<file path="src/rtl/atm_controller.sv">
// ATM session controller: card/PIN/menu FSM with a registered balance,
// PIN-retry lockout and an inactivity timeout that returns the card.
module atm_controller #(
    parameter int               BAL_W     = 16,
    parameter logic [BAL_W-1:0] INIT_BAL  = 16'd500,
    parameter int               MAX_TRIES = 3,
    parameter int               TIMEOUT   = 1000
) (
    input  logic             clk_i,
    input  logic             reset_i,
    input  logic             card_i,
    input  logic             enter_i,
    input  logic             cancel_i,
    input  logic             pin_ok_i,
    input  logic [1:0]       option_i,
    input  logic [BAL_W-1:0] amount_i,
    output logic [2:0]       state_o,
    output logic [BAL_W-1:0] balance_o,
    output logic             dispense_o,
    output logic             eject_o,
    output logic             err_o,
    output logic             locked_o
);
    localparam int TRY_W = $clog2(MAX_TRIES + 1);
    localparam int TMR_W = $clog2(TIMEOUT);

    localparam logic [2:0] S_IDLE  = 3'b000;
    localparam logic [2:0] S_PIN   = 3'b001;
    localparam logic [2:0] S_MENU  = 3'b010;
    localparam logic [2:0] S_BAL   = 3'b011;
    localparam logic [2:0] S_WDR   = 3'b100;
    localparam logic [2:0] S_DEP   = 3'b101;
    localparam logic [2:0] S_EJECT = 3'b110;
    localparam logic [2:0] S_LOCK  = 3'b111;

    logic [2:0]       state_q, state_d;
    logic [BAL_W-1:0] balance_q, balance_d;
    logic [TRY_W-1:0] tries_q, tries_d;
    logic [TMR_W-1:0] timer_q, timer_d;
    logic             dispense_q, dispense_d;
    logic             err_q, err_d;
    logic             eject_q, eject_d;
    logic             locked_q, locked_d;
    logic [BAL_W:0]   dep_sum;
    logic             active;

    always_comb begin
        state_d    = state_q;
        balance_d  = balance_q;
        tries_d    = tries_q;
        dispense_d = 1'b0;
        err_d      = 1'b0;
        dep_sum    = {1'b0, balance_q} + {1'b0, amount_i};
        active     = (state_q >= S_PIN) && (state_q <= S_DEP);

        case (state_q)
            S_IDLE: begin
                if (card_i) begin
                    state_d = S_PIN;
                    tries_d = '0;
                end
            end
            S_EJECT: state_d = S_IDLE;
            S_LOCK:  state_d = S_LOCK;
            default: begin
                // cancel beats enter, and enter beats the inactivity timeout
                if (cancel_i) begin
                    state_d = S_EJECT;
                end else if (enter_i) begin
                    case (state_q)
                        S_PIN: begin
                            if (pin_ok_i) begin
                                state_d = S_MENU;
                                tries_d = '0;
                            end else begin
                                err_d   = 1'b1;
                                tries_d = tries_q + TRY_W'(1);
                                if (tries_d == TRY_W'(MAX_TRIES)) state_d = S_LOCK;
                            end
                        end
                        S_MENU: begin
                            case (option_i)
                                2'b00:   state_d = S_BAL;
                                2'b01:   state_d = S_WDR;
                                2'b10:   state_d = S_DEP;
                                default: state_d = S_EJECT;
                            endcase
                        end
                        S_WDR: begin
                            state_d = S_MENU;
                            if ((amount_i != '0) && (amount_i <= balance_q)) begin
                                balance_d  = balance_q - amount_i;
                                dispense_d = 1'b1;
                            end else begin
                                err_d = 1'b1;
                            end
                        end
                        S_DEP: begin
                            state_d = S_MENU;
                            if ((amount_i != '0) && !dep_sum[BAL_W]) begin
                                balance_d = dep_sum[BAL_W-1:0];
                            end else begin
                                err_d = 1'b1;
                            end
                        end
                        default: state_d = S_MENU;
                    endcase
                end else if (timer_q == TMR_W'(TIMEOUT - 1)) begin
                    state_d = S_EJECT;
                end
            end
        endcase

        timer_d  = (active && !enter_i && (state_d == state_q)) ? timer_q + TMR_W'(1) : '0;
        eject_d  = (state_d == S_EJECT);
        locked_d = (state_d == S_LOCK);
    end

    always_ff @(posedge clk_i or posedge reset_i) begin
        if (reset_i) begin
            state_q    <= S_IDLE;
            balance_q  <= INIT_BAL;
            tries_q    <= '0;
            timer_q    <= '0;
            dispense_q <= 1'b0;
            err_q      <= 1'b0;
            eject_q    <= 1'b0;
            locked_q   <= 1'b0;
        end else begin
            state_q    <= state_d;
            balance_q  <= balance_d;
            tries_q    <= tries_d;
            timer_q    <= timer_d;
            dispense_q <= dispense_d;
            err_q      <= err_d;
            eject_q    <= eject_d;
            locked_q   <= locked_d;
        end
    end

    assign state_o    = state_q;
    assign balance_o  = balance_q;
    assign dispense_o = dispense_q;
    assign eject_o    = eject_q;
    assign err_o      = err_q;
    assign locked_o   = locked_q;
endmodule

</file>
<file path="config.mk">
export PLATFORM = sky130hd
export DESIGN_NAME = atm_controller
export DESIGN_NICKNAME = d
export VERILOG_FILES = /design/src/rtl/atm_controller.sv
export SDC_FILE = /design/constraint.sdc
export NUM_CORES = 1
export LEC_CHECK = 0
export BUFFER_PORTS_ARGS = -buffer_cell sky130_fd_sc_hd__buf_2
export CAP_MARGIN = 15
export CORE_AREA = 3 3 63 108
export CTS_CLUSTER_DIAMETER = 40
export CTS_CLUSTER_SIZE = 30
export DETAILED_ROUTE_END_ITERATION = 16
export DIE_AREA = 0 0 66 111
export GPL_ROUTABILITY_DRIVEN = 0
export GPL_TIMING_DRIVEN = 0
export PLACE_DENSITY = 0.71
export SLEW_MARGIN = 10
export SYNTH_ARGS = -nofsm -noshare
export SYNTH_HDL_FRONTEND = slang
export SYNTH_SLANG_ARGS = --single-unit
</file>
<file path="constraint.sdc">
create_clock -name clk_i -period 7.85 [get_ports clk_i]
set_input_delay 1.9625 -clock clk_i [delete_from_list [all_inputs] [get_ports clk_i]]
set_output_delay 1.9625 -clock clk_i [all_outputs]
set_load 0.02 [all_outputs]
</file>
==> run summary, run 1 <==
status -> complete, no violations
Clk pwr share -> 13.4%
Max Cap Viol -> 0
clock skew -> 0.00707 ns
P_leak -> 1.82 nW
hold-fix buffers at CTS -> 0
Routed met3 length -> 316 um
Tot Pwr -> 1.27 mW
Max-Slew Margin vs Limit -> 48.8%
internal power -> 0.665 mW
Final Hold Vio Count -> 0
worst reg2reg path depth -> 12
Worst Setup Start Kind -> primary input
asr flop ratio synth -> 100%
Yosys reg bits -> 35
ANT nets after route -> 0
Buf/Inv on CP -> 3
Die Y -> 111 um
first-pass GRT wire length -> 13.3 mm
CP Class -> in2reg
Post-synth EDFFs -> 0
Fillers -> 563
r2r setup slk -> 4.58 ns
pin count of the biggest net entering global routing -> 36
Syn Area/Cell -> 8.59 um2
Max rail drop VDD -> 0.000195 V
Cell Area, Placed -> 0.00357 mm2
Crit path depth -> 13
fin crit share -> 59.5%
PostCTS Resize Cnt -> 0
DR pass1 iterations -> 4
CTS buffer count -> 5
r2r startpoint -> balance_o[0]$_DFFE_PP0P_
final setup fails -> 0
Worst path max stage delay -> 0.44 ns
Clock Latency Late Sink -> 0.30 ns
measured slew at the worst slew-check pin -> 0.766 ns
clk sinks -> 35
hpwl dp -> 6.40 mm
post-CTS setup buffer count -> 0
post-synth top area cell -> dfrtp_1
Total GRT Usage -> 23.2%
Max Slew Vio Count -> 0
RSZ-0062 raised after global routing -> false
n_diodes -> 0
CTS clk-pin slew, worst paths -> 0.08 ns
Metal-1 WL -> 3.12 mm
sw frac -> 47.9%
synth unique cells -> 68
final worst path period need -> 4.67 ns
std cell rows -> 37
CTS root buf -> clkbuf_8
Setup Total Neg Slack -> 0 ns
synthesized instance count -> 378
r2r endpoint -> balance_o[15]$_DFFE_PP0P_
Mapped Area -> 0.00325 mm2
Max Used Layer -> met4
DR vias -> 3011
Min-Delay Startpoint -> timer_q[0]$_DFF_PP0_
nets -> 493
Synth-to-Final Area Change -> 13.6%
WL met2 -> 4.40 mm
sequential area share after synthesis -> 27.2%
Vias/cell -> 5.90
top cells by area, synth -> dfrtp_1 (22%), ha_1 (14%), nor2_1 (5.1%)
Yosys top cell area share -> 22.4%
port bufs -> 46
Core Util, Final -> 61.7%
vias in the first global route -> 2945
Die Wd -> 66 um
warning count from the yosys run -> 0
antenna violations before repair -> 0
critical path peak fanout -> 10
multi-input logic area -> 0.00213 mm2
Congestion Overflow GR -> 0
Worst EP required -> 8.04 ns
Initial DRC Count -> 160
drc violations -> 0
Reg area -> 883 um2
Worst Hold End -> timer_q[0]$_DFF_PP0_
Die ar. -> 0.00733 mm2
Combinational Power Share -> 63.6%
CTS tree -> built
WP data arrival -> 4.85 ns
Hold Crit Class -> reg2reg
CTS max path bufs -> 2
NetSw -> 0.610 mW
Final Non-Filler Cells -> 510
Seq pwr share -> 23.0%
Post-Syn Nets -> 440
worst hold path depth -> 1
H-tree Lvls -> 2
Finished Cell Area -> 0.00369 mm2
total wire length -> 8.18 mm
Max Clock Freq -> 0.214 GHz
Core Area -> 0.00597 mm2
worst-path cell chain -> buf_2, ha_1, inv_1, fa_1, o21ba_1, or4_4, nand3_2, nand2_2, or3_1, a41o_1, nand2_4, buf_12, mux2_1
Critical Path End Type -> flip-flop
Top delay family on crit path -> simple AND/OR/NAND/NOR gates
ratio of cells with drive above 1 in the final layout -> 18.3%
total power divided by cell area -> 346 mW/mm2
Inst Count DP -> 502
initial cell density of the core -> 54.3%
slowest CP cell -> or4_4
I/O pin count -> 47
ys flop type -> dfrtp_1
WL/cell -> 16.0 um
-- routing by layer --
layer | vias up | GRT usage [%]
met5 | - | 0
met4 | 0 | 12.1
met3 | 29 | 4.56
met2 | 81 | 41.9
met1 | 1441 | 24.2
li1 | 1460 | -
-- final cells by class --
type / count / share of cell area (%)
Clock buffer: 5 / 1.87
Buffer: 17 / 2.55
Tap cell: 78 / 2.65
Timing Repair Buffer: 46 / 6.25
Clock inverter: 3 / 1.19
Multi-Input combinational cell: 290 / 57.9
Inverter: 36 / 3.67
Sequential cell: 35 / 24.0
-- per-stage QoR --
stage | hold WS (ns) | setup WS, ns
finish | 0.491 | 3.18
global route | 0.519 | 3.07
CTS | 0.493 | 3.19
detailed placement | 0.483 | 2.88
global placement | 0.465 | 2.87
floorplan | 0.453 | 3.31
-- sequential cells by signal, summed over array words and instances (netlist names) --
name / count
timer_q: 10
state_o: 3
locked_o: 1
dispense_o: 1
eject_o: 1
tries_q: 2
balance_o: 16
err_o: 1
-- power by group through the flow --
stage	sequential (mW)	combinational (mW)	clock (mW)
3_5_place_dp	0.297	0.804	0
5_1_grt	0.303	0.892	0.183
4_1_cts	0.294	0.808	0.176
6_report	0.293	0.811	0.171
2_1_floorplan	0.348	0.552	0
3_3_place_gp	0.293	0.795	0
-- kinds of logic (layout without fill, tap and decap cells) --
family,after synthesis,in the layout,synth area share [%]
and+or+nand+nor,123,123,19.4
AOI/OAI and AO/OA,91,91,19.7
buffers and inverters,53,107,7.05
adders and majority gates,38,38,15.1
DFF,35,35,27.2
xor gates and xnor gates,21,21,5.67
muxes,17,17,5.90
-- synthesized netlist by cell type, types with 2 or more instances --
master     number
nor2_1         44
ha_1           36
inv_1          35
dfrtp_1        29
a21oi_1        18
nand2_1        16
xnor2_1        13
clkbuf_1       12
nor3_1         12
o21ai_0        11
mux2_1          8
xor2_1          8
nand3_1         7
o21bai_1        7
a21o_1          6
dfstp_2         6
nor2b_1         6
o31ai_1         6
a211oi_1        5
mux2_2          5
o211ai_1        5
a31oi_1         4
nand2b_1        4
nand4_1         4
nor4_1          4
or3_1           4
or4_1           4
a2111oi_0       3
a221oi_1        3
a22oi_1         3
and3_1          3
mux2i_1         3
a2111oi_1       2
a21boi_0        2
a221o_1         2
a41o_1          2
and2_1          2
buf_2           2
fa_1            2
nand3b_1        2
-- worst max path at each step --
stage | from | endpoint
global route | amount_i[0] | balance_o[15]$_DFFE_PP0P_
finish | amount_i[0] | balance_o[15]$_DFFE_PP0P_
CTS | amount_i[0] | balance_o[15]$_DFFE_PP0P_
floorplan | amount_i[0] | balance_o[13]$_DFFE_PP0P_
global placement | amount_i[0] | balance_o[3]$_DFFE_PP0P_
detailed placement | amount_i[0] | balance_o[15]$_DFFE_PP0P_
-- worst register-to-register path, cell delays in order, from the launching register on --
cell and delay, ns:
dfrtp_1 0.37, ha_1 0.19, inv_1 0.07, fa_1 0.39
o21ba_1 0.22, or4_4 0.44, nand3_2 0.09, nand2_2 0.08
or3_1 0.36, a41o_1 0.29, nand2_4 0.16, buf_12 0.17
mux2_1 0.33
-- placed cells by master, fill, tap and decap left out, drive strengths merged, types with 4 or more instances in the layout --
cell     synthesis  final
dfstp            6      6
mux2            14     14
a21o             6      6
xnor2           13     13
a211oi           5      5
a31oi            4      4
buf              5     51
o21ai           12     12
nor2b            6      6
xor2             8      8
or3              4      4
dfrtp           29     29
o211ai           5      5
clkbuf          12     17
a21oi           18     18
nor2            44     44
o21bai           7      7
o31ai            6      6
inv             36     36
nand2b           4      4
nor3            12     12
nand2           18     18
or4              5      5
nor4             4      4
nand3            8      8
nand4            4      4
ha              36     36
a2111oi          5      5
No activity file was read; power rests on OpenSTA's default activity.
==> inputs of run 2 (changes only) <==
--- a/config.mk
+++ b/config.mk
@@ -5,16 +5,17 @@
 export SDC_FILE = /design/constraint.sdc
 export NUM_CORES = 1
 export LEC_CHECK = 0
+export ABC_AREA = 1
 export BUFFER_PORTS_ARGS = -buffer_cell sky130_fd_sc_hd__buf_2
 export CAP_MARGIN = 15
-export CORE_AREA = 3 3 63 108
+export CORE_AREA = 3 3 68 118
 export CTS_CLUSTER_DIAMETER = 40
 export CTS_CLUSTER_SIZE = 30
 export DETAILED_ROUTE_END_ITERATION = 16
-export DIE_AREA = 0 0 66 111
+export DIE_AREA = 0 0 71 121
 export GPL_ROUTABILITY_DRIVEN = 0
 export GPL_TIMING_DRIVEN = 0
-export PLACE_DENSITY = 0.71
+export PLACE_DENSITY = 0.7
 export SLEW_MARGIN = 10
 export SYNTH_ARGS = -nofsm -noshare
 export SYNTH_HDL_FRONTEND = slang
==> constraint.sdc (replaced) <==
create_clock -name clk_i -period 4.3 [get_ports clk_i]
set_input_delay 1.075 -clock clk_i [delete_from_list [all_inputs] [get_ports clk_i]]
set_output_delay 1.075 -clock clk_i [all_outputs]
set_load 0.02 [all_outputs]
==> run 2 against run 1 <==
Against the previous run:
- power rose by 130%
- critical endpoint is now balance_o[14]$_DFFE_PP0P_
- synthesized cell count rose by 68%
- combinational power rose by 150%
- via count rose by 40%
==> run summary, run 2 <==
status -> complete, no violations (unchanged)
Final Hold Vio Count -> 0 (unchanged)
Hold Crit Class -> reg2reg (unchanged)
n_diodes -> 0 (unchanged)
Die Y -> 121 um (was 111 um)
Tot Pwr -> 2.95 mW (was 1.27 mW)
asr flop ratio synth -> 100% (unchanged)
I/O pin count -> 47 (unchanged)
Die Wd -> 71 um (was 66 um)
P_leak -> 2.53 nW (was 1.82 nW)
Max Clock Freq -> 0.338 GHz
worst reg2reg path depth -> 15 (was 12)
H-tree Lvls -> 2 (unchanged)
NetSw -> 1.61 mW (was 0.610 mW)
Worst Hold End -> balance_o[7]$_DFFE_PP1P_ (was timer_q[0]$_DFF_PP0_)
sw frac -> 54.6% (was 47.9%)
Max Cap Viol -> 0 (unchanged)
vias in the first global route -> 4282 (was 2945)
synth unique cells -> 40 (was 68)
hpwl dp -> 9.78 mm (was 6.40 mm)
final setup fails -> 0 (unchanged)
critical path peak fanout -> 10 (unchanged)
Synth-to-Final Area Change -> 13.4% (was 13.6%)
CTS buffer count -> 5 (unchanged)
hold-fix buffers at CTS -> 0 (unchanged)
Seq pwr share -> 19.6% (was 23.0%)
RSZ-0062 raised after global routing -> false (unchanged)
commonest cells in the synthesized netlist -> nand2_1 (214), inv_1 (94), nor2_1 (58), nand3_1 (42), ha_1 (36) (was nor2_1 (44), ha_1 (36), inv_1 (35), dfrtp_1 (29), a21oi_1 (18))
Reg area -> 883 um2 (unchanged)
Congestion Overflow GR -> 0 (unchanged)
Max Slew Vio Count -> 0 (unchanged)
initial cell density of the core -> 54.4% (was 54.3%)
Fillers -> 705 (was 563)
Core Area -> 0.00718 mm2 (was 0.00597 mm2)
Yosys top cell area share -> 20.6% (was 22.4%)
total wire length -> 11.8 mm (was 8.18 mm)
ratio of cells with drive above 1 in the final layout -> 13.8% (was 18.3%)
Inst Count DP -> 767 (was 502)
sequential area share after synthesis -> 22.6% (was 27.2%)
count leader, synth -> nand2_1 (was nor2_1)
Max rail drop VDD -> 0.000475 V (was 0.000195 V)
drc violations -> 0 (unchanged)
Vias/cell -> 5.45 (was 5.90)
synthesized instance count -> 634 (was 378)
CTS root buf -> clkbuf_16 (was clkbuf_8)
CTS clk-pin slew, worst paths -> 0.05 ns (was 0.08 ns)
WP data arrival -> 3.18 ns (was 4.85 ns)
multi-input logic area -> 0.00257 mm2 (was 0.00213 mm2)
Max-Slew Margin vs Limit -> 48.5% (was 48.8%)
r2r endpoint -> balance_o[14]$_DFFE_PP0P_ (was balance_o[15]$_DFFE_PP0P_)
clock skew -> 0.00196 ns (was 0.00707 ns)
Initial DRC Count -> 331 (was 160)
CTS tree -> built (unchanged)
commonest non-fill, non-tap cell in the layout -> nand2_1 (was buf_2)
post-synth top area cell -> nand2_1 (was dfrtp_1)
Clock Latency Late Sink -> 0.28 ns (was 0.30 ns)
DR vias -> 4226 (was 3011)
Die ar. -> 0.00859 mm2 (was 0.00733 mm2)
WL/cell -> 15.2 um (was 16.0 um)
r2r startpoint -> balance_o[0]$_DFFE_PP0P_ (unchanged)
ANT nets after route -> 0 (unchanged)
total power divided by cell area -> 668 mW/mm2 (was 346 mW/mm2)
pin count of the biggest net entering global routing -> 20 (was 36)
Post-synth EDFFs -> 0 (unchanged)
Final Non-Filler Cells -> 775 (was 510)
ys flop type -> dfrtp_1 (unchanged)
post-CTS setup buffer count -> 0 (unchanged)
PostCTS Resize Cnt -> 0 (unchanged)
measured slew at the worst slew-check pin -> 0.771 ns (was 0.766 ns)
Total GRT Usage -> 28.8% (was 23.2%)
internal power -> 1.34 mW (was 0.665 mW)
warning count from the yosys run -> 0 (unchanged)
fin crit share -> 68.9%
Post-Syn Nets -> 696 (was 440)
r2r setup slk -> 1.85 ns (was 4.58 ns)
max reg flops -> 16 (unchanged)
nets -> 750 (was 493)
final worst path period need -> 2.96 ns
top cells by area, synth -> nand2_1 (21%), dfrtp_1 (19%), ha_1 (12%) (was dfrtp_1 (22%), ha_1 (14%), nor2_1 (5.1%))
Worst EP required -> 4.52 ns (was 8.04 ns)
Syn Area/Cell -> 6.16 um2 (was 8.59 um2)
Combinational Power Share -> 67.9% (was 63.6%)
antenna violations before repair -> 0 (unchanged)
Min-Delay Startpoint -> balance_o[7]$_DFFE_PP1P_ (was timer_q[0]$_DFF_PP0_)
Clk pwr share -> 12.5% (was 13.4%)
port bufs -> 46 (unchanged)
std cell rows -> 41 (was 37)
most frequent cells in the layout -> nand2_1 (214), inv_1 (94), nor2_1 (58) (was buf_2 (48), nor2_1 (44), ha_1 (36))
Worst Setup Start Kind -> primary input (unchanged)
worst setup path start -> amount_i[0] (unchanged)
first-pass GRT wire length -> 19.4 mm (was 13.3 mm)
clk sinks -> 35 (unchanged)
Setup Total Neg Slack -> 0 ns (unchanged)
worst hold path depth -> 2 (was 1)
Mapped Area -> 0.00390 mm2 (was 0.00325 mm2)
DR pass1 iterations -> 7 (was 4)
Yosys reg bits -> 35 (unchanged)
Critical Path End Type -> flip-flop (unchanged)
CTS max path bufs -> 2 (unchanged)
CP Class -> in2reg (unchanged)
## run 2: power by group through the flow
stage	Clock [mW]	Sequential [mW]	Combinational (mW)
after floorplan	0	0.662	1.35
after global placement	0	0.572	1.93
after detailed placement	0	0.580	1.96
after CTS	0.379	0.575	1.98
after global routing	0.392	0.594	2.25
final	0.371	0.579	2.01
## run 2: worst max path at each step
stage          slack, ns                   endpoint  depth (start not counted)
2_1_floorplan       1.58   balance_o[3]$_DFFE_PP0P_                         16
3_3_place_gp        1.11  balance_o[14]$_DFFE_PP0P_                         17
5_1_grt             1.14   balance_o[3]$_DFFE_PP0P_                         16
3_5_place_dp        1.07   balance_o[3]$_DFFE_PP0P_                         17
6_report            1.34  balance_o[14]$_DFFE_PP0P_                         16
4_1_cts             1.35  balance_o[14]$_DFFE_PP0P_                         16
## run 2: cells by family after synthesis
group | after synthesis | synth area share, %
multiplexers | 1 | 0.256
AO/OA/AOI/OAI | 65 | 9.42
flip-flops | 35 | 22.6
buffers and inverters | 111 | 11.5
AND/OR/NAND/NOR | 372 | 41.0
adder cells (fa/ha/maj) | 38 | 12.6
XOR/XNOR | 12 | 2.69
## run 2: through the flow
stage | setup WS (ns) | cell area [um2] | hold WS, ns | util (%)
after floorplan | 1.58 | 3900 | 0.458 | -
after global placement | 1.11 | 4240 | 0.479 | 59.1
after detailed placement | 1.07 | 4270 | 0.492 | 59.4
after CTS | 1.35 | 4430 | 0.501 | 61.6
after global routing | 1.14 | 4430 | 0.519 | 61.6
final | 1.34 | 4430 | 0.499 | 61.6
## run 2: layout make-up
class                      count  share of cell area, %
multi-input combinational    488                   58.1
sequential                    35                   20.0
inverter                     100                   8.48
timing repair buffer          47                   5.82
clock buffer                   8                   3.53
tap                           86                   2.43
buffer                        11                   1.64
## run 2: worst max-delay path: stages
cell and delay (ns):
buf_2 0.12, ha_1 0.23, inv_1 0.08, fa_1 0.40, inv_1 0.10, nand2_1 0.06
nand2_1 0.13, nand2_1 0.07, nand2_1 0.12, nand3_1 0.08, nand2_1 0.13, nand2_2 0.14
nand3_4 0.16, buf_6 0.16, nand2_1 0.06, nand2_1 0.07
## run 2: layer usage
| layer | vias to the layer above | track usage, % | wire length, um |
|---|---|---|---|
| li1 | 2118 | - | - |
| met4 | 0 | 19.5 | 726 |
| met5 | - | 0 | 0 |
| met1 | 1922 | 30.0 | 4340 |
| met2 | 140 | 52.8 | 6290 |
| met3 | 46 | 2.65 | 457 |
